==> src/rtl/im.sv <==
// Instruction memory: big-endian byte store with a combinational fetch path and a synchronous load port.
// Fetch has zero clock latency, and a load is visible after its clock edge; the block never backpressures.
module im #(
  parameter int DEPTH_WORDS = 64
) (
  input  logic        clk,
  input  logic        reset,
  input  logic [63:0] busPc,
  input  logic        wr_en,
  input  logic [63:0] wr_addr,
  input  logic [31:0] wr_data,
  output logic [31:0] instruction,
  output logic        pc_fault
);

  localparam int NBYTES = 4 * DEPTH_WORDS;
  localparam int AW     = (DEPTH_WORDS > 1) ? $clog2(DEPTH_WORDS) : 1;

  logic [7:0]    mem_q [NBYTES];
  logic [7:0]    mem_d [NBYTES];

  logic          rd_in_range;
  logic          wr_in_range;
  logic [AW-1:0] rd_idx;
  logic [AW-1:0] wr_idx;
  logic          wr_unused;

  // The range checks use the full upper address, so any high bit faults instead of wrapping.
  assign rd_in_range = (busPc[63:2] < 62'(DEPTH_WORDS));
  assign wr_in_range = (wr_addr[63:2] < 62'(DEPTH_WORDS));
  assign rd_idx      = busPc[AW+1:2];
  assign wr_idx      = wr_addr[AW+1:2];
  assign wr_unused   = ^wr_addr[1:0];

  always_comb begin
    instruction = 32'h0000_0000;
    if (rd_in_range) begin
      instruction = {mem_q[{rd_idx, 2'd0}], mem_q[{rd_idx, 2'd1}],
                     mem_q[{rd_idx, 2'd2}], mem_q[{rd_idx, 2'd3}]};
    end
    pc_fault = (busPc[1:0] != 2'b00) || !rd_in_range;
  end

  always_comb begin
    mem_d = mem_q;
    if (reset) begin
      mem_d = '{default: 8'h00};
    end else if (wr_en && wr_in_range) begin
      mem_d[{wr_idx, 2'd0}] = wr_data[31:24];
      mem_d[{wr_idx, 2'd1}] = wr_data[23:16];
      mem_d[{wr_idx, 2'd2}] = wr_data[15:8];
      mem_d[{wr_idx, 2'd3}] = wr_data[7:0];
    end
  end

  always_ff @(posedge clk) begin
    mem_q <= mem_d;
  end

endmodule

==> config.mk <==
export PLATFORM = sky130hd
export DESIGN_NAME = im
export DESIGN_NICKNAME = d
export VERILOG_FILES = /design/src/rtl/im.sv
export SDC_FILE = /design/constraint.sdc
export NUM_CORES = 2
export LEC_CHECK = 0
export CAP_MARGIN = 10
export CORE_MARGIN = 4
export CORE_UTILIZATION = 50
export DETAILED_ROUTE_END_ITERATION = 10
export DONT_BUFFER_PORTS = 1
export GPL_TIMING_DRIVEN = 1
export PLACE_DENSITY = 0.68
export SYNTH_ARGS = -nofsm -noshare
export SYNTH_HDL_FRONTEND = slang
export SYNTH_SLANG_ARGS = --single-unit
==> constraint.sdc <==
create_clock -name clk -period 3.8 [get_ports clk]
set_input_delay 0.76 -clock clk [delete_from_list [all_inputs] [get_ports clk]]
set_output_delay 0.76 -clock clk [all_outputs]
set_load 0.03 [all_outputs]
==> metrics.txt <==
outcome=finished with violations; violated checks=slew limit, setup timing; number of max-cap violations=0; max FFs per register=2048; most frequent CP cell=mux4_2; chip height=429 µm; Final Critical Period=4.73 ns; Post-synth EDFFs=0; Slowest cell on crit path=mux4_2; Psw=9.86 mW; synth warn=0; final core occ=56.3%; Worst Setup End Kind=output pin; Final Max Tran Viols=325; Starting Density=50.3%; crit share post-route=125%; Setup Crit Path Kind=in -> out; # setup viols final=32; critical path endpoint=instruction[26]; Final Hold Viols=0; Synth Area in Compound Gates=13.1%; global-route wire length before repair=490000 µm; worst path cell trace=mux4_2 > mux4_2 > a221o_1 > buf_12; Final TNS setup=-23.30 ns; worst r2r dst=mem_q[764]$_SDFFE_PP0P_; Int Power=34.2 mW; Top Registers=mem_q: 2048 flops; post-synth top area cell=dfxtp_1; leading post-synthesis cells by cell area=dfxtp_1 (46%), nand2_1 (18%), mux4_2 (14%); Switching Fraction=22.4%; RSZ-0062 raised after global routing=yes; pwr/cell area=444 nW/µm²; Clock power frac=48.4%; Post-Synth Adder-Cell Area=0%; GRT Overall Usage=35.3%; CP startpoint kind=input pin; most frequent cells in the layout=nand2_1 (4161), a21oi_1 (2067), dfxtp_1 (2048); RR Startpoint=mem_q[764]$_SDFFE_PP0P_; fmax=211 MHz; core region area=176000 µm²; Rows=154; critical path fanouts, max=502; area of the mapped netlist=88600 µm²; Final nets=10200; port bufs=0; vias in the first global route=75600; Leakage=31.0 nW; antenna violations before repair=9; Mapped Cells=10400; share of cells above drive strength 1=14.0%; routed len/inst=27.1 µm; largest net degree at the start of global routing=2049; portion of total power attributed to sequential cells=48.7%; flops & latches, synth=2048; Post-route DRC=0; H-tree depth=4; Worst EP arrival=3.97 ns; Gate power share=2.8%; Crit. Startpoint=busPc[2]; Cell variety after synth=51; gr ovfl total=0; Slew @ Worst Pin=1.92 ns; CTS root buffer=clkbuf_16; Worst-path clk slew=0.06 ns; Critical Path RT=3.04 ns; routed wire length=339000 µm; antenna viol nets, final=0; Fin Clk Skew=0 ns; die area=184000 µm²; Max stage delay on crit path=1.11 ns; Worst slew margin=-28.3%; syn_area_per_cell=8.49 µm²; share of the synthesized area in the top cell type=46.3%; Avg Vias per Cell=6.35; DIE WIDTH=429 µm; Post-synth ARST share=0%; maximum vdd drop=0.431 mV; Starting DRT DRC Count=12500; worst-skew pair later-pin latency=0.86 ns; Post-Synth Simple-Gate Area=20.5%; Synth Area in XOR/XNOR=0%; Largest Register=mem_q; sequential area share after synthesis=46.3%; total clock sinks=2048; router iterations before antenna repair=7; most common cell after layout, fill and taps aside=nand2_1; mux contribution to synthesized area=15.0%; CTS tree=built; post-route setup slack=-0.935 ns; DR vias=79500; CTS Buf Count=208; Mapped Nets=10600; routability cong.=0.922; Hold Crit Class=in -> reg; Clock Tree Buf Depth=3; Top FF cell, synth=dfxtp_1; largest family of logic cells by synthesized area=simple AND/OR/NAND/NOR gates; Worst Reg-to-Reg Cells=2; R2R setup slack=3.11 ns; total power draw=44.0 mW; HPWL Detailed=177000 µm; area grow syn2layout=12.0%; I/O Pins=196
## timing repair
action,CTS,global route
hold endpoints to repair,100,130
hold buffers,31,3
resized for setup,61,69
pin swaps,14,26
endpoints found under the setup margin,24,279
gates cloned,0,3
buffers inserted,0,1
## per-stage QoR
stage | hold WS, ns | setup slack, ns | instances | instance area, µm²
after detailed placement | 0.440 | -0.988 | 12100 | 91000
after global routing | 0.00634 | -0.705 | 12500 | 99300
after CTS | 0.00000544 | -0.257 | 12500 | 98600
after global placement | 0.434 | -1.05 | 12100 | 91000
final | 0.0177 | -0.935 | 12500 | 99300
after floorplan | 0.427 | -0.00211 | 10400 | 88700
## cell usage after synthesis, types with 17 or more instances
master	count
dfxtp_1	2048
a31oi_1	20
buf_1	45
clkbuf_1	717
nand4_1	71
buf_2	263
a21oi_1	2091
buf_4	20
mux2i_1	63
nand2_1	4171
mux4_2	559
a22oi_1	60
nor4_1	28
nand3_1	26
nor2_1	35
o21ai_0	17
nor4_4	58
## how the worst min path moves through the flow
stage               slack [ns]  cells after the start                startpoint                  endpoint
detailed placement        0.44                      2  mem_q[1323]$_SDFFE_PP0P_  mem_q[1323]$_SDFFE_PP0P_
finish                    0.02                      2               wr_data[17]  mem_q[1105]$_SDFFE_PP0P_
floorplan                 0.43                      2   mem_q[491]$_SDFFE_PP0P_   mem_q[491]$_SDFFE_PP0P_
global route             0.006                      2               wr_data[17]  mem_q[1969]$_SDFFE_PP0P_
CTS                   0.000005                      2                wr_data[9]  mem_q[1801]$_SDFFE_PP0P_
global placement          0.43                      2   mem_q[491]$_SDFFE_PP0P_   mem_q[491]$_SDFFE_PP0P_
## final cells by class
cell class	count	area [µm²]
repair buffers	392	4400
fillers	15100	77000
well taps	2340	2930
clock buffers	316	6090
clock inverters	63	1010
multi-input cells	7327	43800
flip-flops and latches	2048	41000
diodes	11	27.5
inverters	10	42.5
## cell families after synthesis
| logic type | count (synthesis) |
|---|---|
| AOI/OAI and AO/OA | 2251 |
| muxes | 625 |
| and+or+nand+nor | 4451 |
| buffers and inverters | 1071 |
| DFF | 2048 |
## critical path: cells and delay by family
kind            cells  cell delay [ns]
mux                 2             1.74
buf+inv             1             0.18
compound gates      1             0.44
## metal layers
layer | up-vias | global-route usage [%] | routed length, µm
met5 | - | 0 | 0
met2 | 5598 | 53.4 | 147000
li1 | 34300 | - | -
met1 | 38200 | 43.7 | 118000
met4 | 0 | 25.6 | 28600
met3 | 1359 | 9.08 | 45300
## power by group through the flow
stage	sequential (mW)	clock [mW]	combinational (mW)
2_1_floorplan	21.9	0	1.32
3_3_place_gp	21.9	0	0.723
3_5_place_dp	21.9	0	0.720
4_1_cts	21.5	21.4	0.798
5_1_grt	21.5	22.3	1.25
6_report	21.5	21.3	1.25
Note: power is estimated with default switching activity, not from simulation.
